--- config.mk ---
export PLATFORM = sky130hd
export DESIGN_NAME = seq_serializer
export DESIGN_NICKNAME = d
export VERILOG_FILES = /design/src/rtl/seq_pkg.sv /design/src/rtl/seq_serializer.sv
export SDC_FILE = /design/constraint.sdc
export NUM_CORES = 1
export LEC_CHECK = 0
export ABC_CLOCK_PERIOD_IN_PS = 5200
export BUFFER_PORTS_ARGS = -buffer_cell sky130_fd_sc_hd__buf_2
export CORE_UTILIZATION = 57
export CTS_BUF_LIST = sky130_fd_sc_hd__clkbuf_8 sky130_fd_sc_hd__clkbuf_16
export DETAILED_ROUTE_END_ITERATION = 10
export PLACE_DENSITY_LB_ADDON = 0.1
export SLEW_MARGIN = 25
export SYNTH_ARGS = -nofsm -noshare
export SYNTH_HDL_FRONTEND = slang
export SYNTH_SLANG_ARGS = --single-unit
--- constraint.sdc ---
create_clock -name clk -period 5.2 [get_ports clk]
set_input_delay 0.52 -clock clk [delete_from_list [all_inputs] [get_ports clk]]
set_output_delay 0.52 -clock clk [all_outputs]
set_load 0.01 [all_outputs]
--- src/rtl/seq_pkg.sv ---
// Types shared by the serializer and the sequence detector that consumes its output.
package seq_pkg;

    typedef enum logic [1:0] {
        IDLE  = 2'd0,
        SHIFT = 2'd1,
        GAPW  = 2'd2
    } seq_state_e;

    // Width of a bit-count field able to hold 0..width inclusive.
    function automatic int seq_lw(input int width);
        return $clog2(width) + 1;
    endfunction

endpackage

--- src/rtl/seq_serializer.sv ---
// MSB-first word serializer with optional idle gap between words.
module seq_serializer
    import seq_pkg::*;
#(
    parameter int WIDTH = 8,
    parameter int GAP   = 0,
    parameter int LW    = seq_lw(WIDTH)
) (
    input  logic             clk,
    input  logic             reset,
    input  logic             in_valid,
    output logic             in_ready,
    input  logic [WIDTH-1:0] in_data,
    input  logic [LW-1:0]    in_len,
    output logic             a,
    output logic             a_valid,
    output logic             word_done,
    output logic             busy
);

    localparam int GW = (GAP > 1) ? $clog2(GAP + 1) : 1;

    seq_state_e       r_state;
    seq_state_e       w_next;
    logic [WIDTH-1:0] r_sh;
    logic [LW-1:0]    r_bits;
    logic [GW-1:0]    r_gap;
    logic             r_rdy_en;

    logic [LW-1:0]    w_len;
    logic [LW-1:0]    w_shamt;
    logic [WIDTH-1:0] w_aligned;
    logic             w_accept;
    logic             w_start;
    logic             w_last;

    // Left-align the word so the first bit to send sits in the MSB.
    assign w_len     = (in_len > LW'(WIDTH)) ? LW'(WIDTH) : in_len;
    assign w_shamt   = LW'(WIDTH) - w_len;
    assign w_aligned = in_data << w_shamt;

    assign w_last    = (r_state == SHIFT) && (r_bits == LW'(1));
    assign w_accept  = in_valid && in_ready;
    assign w_start   = w_accept && (w_len != '0);

    // The shift register is zeroed outside SHIFT, so a reads 0 whenever a_valid is low.
    assign a = r_sh[WIDTH-1];

    always_ff @(posedge clk or negedge reset) begin
        if (!reset) begin
            r_state <= IDLE;
        end else begin
            r_state <= w_next;
        end
    end

    always_comb begin
        w_next = r_state;
        case (r_state)
            IDLE: begin
                if (w_start) begin
                    w_next = SHIFT;
                end
            end
            SHIFT: begin
                if (w_last) begin
                    if (GAP > 0) begin
                        w_next = GAPW;
                    end else if (w_start) begin
                        w_next = SHIFT;
                    end else begin
                        w_next = IDLE;
                    end
                end
            end
            GAPW: begin
                if (r_gap <= GW'(1)) begin
                    w_next = IDLE;
                end
            end
            default: begin
                w_next = IDLE;
            end
        endcase
    end

    always_comb begin
        in_ready  = 1'b0;
        a_valid   = 1'b0;
        word_done = 1'b0;
        busy      = 1'b0;
        case (r_state)
            IDLE: begin
                in_ready = r_rdy_en;
            end
            SHIFT: begin
                a_valid   = 1'b1;
                word_done = w_last;
                in_ready  = r_rdy_en && (GAP == 0) && w_last;
                busy      = 1'b1;
            end
            GAPW: begin
                busy = 1'b1;
            end
            default: begin
                busy = 1'b0;
            end
        endcase
    end

    // r_rdy_en holds in_ready low until the first edge after reset release.
    always_ff @(posedge clk or negedge reset) begin
        if (!reset) begin
            r_sh     <= '0;
            r_bits   <= '0;
            r_gap    <= '0;
            r_rdy_en <= 1'b0;
        end else begin
            r_rdy_en <= 1'b1;
            if (w_start) begin
                r_sh   <= w_aligned;
                r_bits <= w_len;
            end else if (w_last) begin
                r_sh   <= '0;
                r_bits <= '0;
            end else if (r_state == SHIFT) begin
                r_sh   <= r_sh << 1;
                r_bits <= r_bits - LW'(1);
            end

            if (w_last && (GAP > 0)) begin
                r_gap <= GW'(GAP);
            end else if ((r_state == GAPW) && (r_gap != '0)) begin
                r_gap <= r_gap - GW'(1);
            end
        end
    end

endmodule

==> qor.txt <==
switch share = 39.7%
Core Area = 0.00158 mm^2
Die Ht = 44.1 um
sw power = 0.195 mW
Row Count = 14
DRT Pass-1 Iters = 7
Tmin final = 2.47 ns
max_cap viols = 0
synth unique cells = 42
clock tree buffer depth = 2
Worst Hold Class = in2async
fillers = 129
Top FF cell, synth = dfrtp_1
placed insts = 134
H-tree lvl count = 1
async set-reset flop share out of synthesis = 100%
Initial DRC Count = 32
Comb power frac = 45.5%
Finished Cell Area = 0.00113 mm^2
Crit Path Max Fanout = 11
Max Freq = 0.405 GHz
die area = 0.00195 mm^2
total chip power = 0.491 mW
Tcrit/Tclk final = 47.4%
Synth warnings = 0
failing checks = design-rule violations
CTS sink count = 14
number of hold buffers added after CTS = 0
Reg power frac = 37.2%
area grow syn2layout = 12.0%
status = complete, but fails checks
mux contribution to synthesized area = 14.1%
Worst IR Drop VDD = 278 uV
number of synthesized flops with an enable pin = 0
synth top area cells = dfrtp_1 35%, mux2i_1 12%, ha_1 3.7%
CP Data Arrival Time = 2.58 ns
Synth Area in Simple Gates = 15.0%
NumNets Final = 141
DIE WIDTH = 44.1 um
actual slew at the worst max-slew pin = 0.586 ns
Slew headroom = 61.0%
initial antenna violation count = 0
post-CTS setup buffers = 0
Mapped Area = 0.00101 mm^2
CP Capture Type = register
Mapped Cells = 105
Post-synth top cells = 14 x dfrtp_1, 12 x mux2i_1, 8 x inv_1, 8 x nand2_1
RSZ-0062 raised after global routing = no
internal power = 0.296 mW
Initial Util = 64.2%
HPWL after DPL = 1.58 mm
port bufs = 19
diode count = 0
largest family of logic cells by synthesized area = compound AO/OA/AOI/OAI gates
cts repair resizes = 0
PwrDens = 433 mW/mm^2
DRC violation count after routing = 4
final setup vio count = 0
share of the synthesized area in the top cell type = 34.6%
Pleak = 0.573 nW
fraction of layout cells with a size suffix above 1 = 24.8%
Adder-Cell Fraction of Synth Area = 3.71%
placed cell areas = 0.00109 mm^2
most frequent cell after synthesis = dfrtp_1
drt wl/cell = 15.3 um
Total GRT Usage = 23.7%
Worst-Skew Late Latency = 0.24 ns
CTS root buf = clkbuf_8
Max Clock Skew = 0.00406 ns
Post-Synth XOR/XNOR Area = 1.73%
net count after synthesis = 123
dominant cell type by area after synthesis = dfrtp_1
largest net degree at the start of global routing = 20
final setup TNS = 0 ns
grt ovf = 0
DRT antenna net count = 0
Non-Filler Instances = 137
post-synthesis sequential area ratio = 34.6%
Final Slew Violations = 0
Post-Route WL = 2.10 mm
crit path kind = in2reg
Fin. Hold Viols = 0
synthesized area per cell = 9.64 um^2
worst endpoint required time = 5.32 ns
Worst-path clk slew = 0.05 ns
vias in the first global route = 761
CTS Buf Count = 3
Placer Congestion = 0.856
IO Pins = 20
critical path launch point type = input port
post-synthesis compound-gate area fraction = 24.1%
global-route wire length before repair = 3.39 mm
vias = 852
#FFs+latches synth = 14
CTS tree = built
clock group share of total power = 17.3%
Via density = 6.22
## kinds of logic after synthesis
| family | count (synthesis) |
|---|---|
| AOI/OAI and AO/OA | 30 |
| muxes | 13 |
| other | 1 |
| xor gates and xnor gates | 2 |
| buffers and inverters | 14 |
| DFF | 14 |
| and+or+nand+nor | 28 |
| adders and majority gates | 3 |
## worst max-delay path, stage by stage
cell and delay, ns:
buf_2 0.14, nand2b_1 0.49, ha_1 0.47, xor2_1 0.47
inv_1 0.08, a222oi_1 0.34, inv_1 0.07
## per-layer routing
| metal | wire length (um) | track usage [%] | vias up |
|---|---|---|---|
| li1 | - | - | 426 |
| met1 | 1120 | 38.7 | 401 |
| met2 | 855 | 32.1 | 21 |
| met3 | 95 | 3.67 | 4 |
| met4 | 27 | 7.27 | 0 |
| met5 | 0 | 0 | - |
## layout by cell type (no fill, tap or decap), types with 2 or more instances in the layout
cell	synthesis	final
o21ai_0	5	5
inv_1	8	8
xor2_1	2	2
dfrtp_1	14	14
mux2i_1	12	12
a222oi_1	3	3
nand2b_1	2	2
nor3_1	3	3
o211ai_1	2	2
clkbuf_8	0	3
nor2_1	5	5
nand2_1	8	8
a21oi_1	4	4
ha_1	3	3
buf_2	1	19
a22oi_1	4	4
## metrics by stage
stage	hold WS, ns	util, %	setup WS [ns]
floorplan	0.224	-	2.96
global placement	0.419	69.3	2.58
detailed placement	0.424	69.3	2.49
CTS	0.169	71.9	2.73
global route	0.194	71.9	2.53
finish	0.162	71.9	2.73
## layout make-up
| type | count | area, um^2 | area share, % |
|---|---|---|---|
| clock buffer | 3 | 41.3 | 3.64 |
| inverter | 8 | 30.0 | 2.65 |
| multi-input combinational | 77 | 597 | 52.6 |
| sequential | 14 | 350 | 30.9 |
| tap | 16 | 20.0 | 1.77 |
| timing repair buffer | 19 | 95.1 | 8.39 |
## power groups by stage
stage	sequential [mW]	clock (mW)	combinational, mW
final	0.183	0.0850	0.224
after global routing	0.186	0.0896	0.247
after CTS	0.182	0.0865	0.224
after detailed placement	0.183	0	0.223
after global placement	0.182	0	0.221
after floorplan	0.177	0	0.183
## path summary, 6_finish.rpt
check                                 startpoint                     to  slack [ns]  depth (start not counted)
max                                    in_len[3]    r_sh[1]$_DFFE_PN0P_        2.73                          7
min                                        reset  r_bits[2]$_DFFE_PN0P_        0.16                          1
max reg2reg                r_bits[1]$_DFFE_PN0P_    r_sh[6]$_DFFE_PN0P_        3.13                          7
min reg2reg                  r_sh[3]$_DFFE_PN0P_    r_sh[3]$_DFFE_PN0P_        0.49                          2
max in group asynchronous                  reset    r_sh[3]$_DFFE_PN0P_        4.80                          1
min in group clk             r_sh[3]$_DFFE_PN0P_    r_sh[3]$_DFFE_PN0P_        0.49                          2
## flip-flops by register name (all words and copies together) (netlist names)
signal    cells
r_sh          8
r_bits        4
r_rdy_en      1
r_state       1
(Power assumes the default switching activity.)
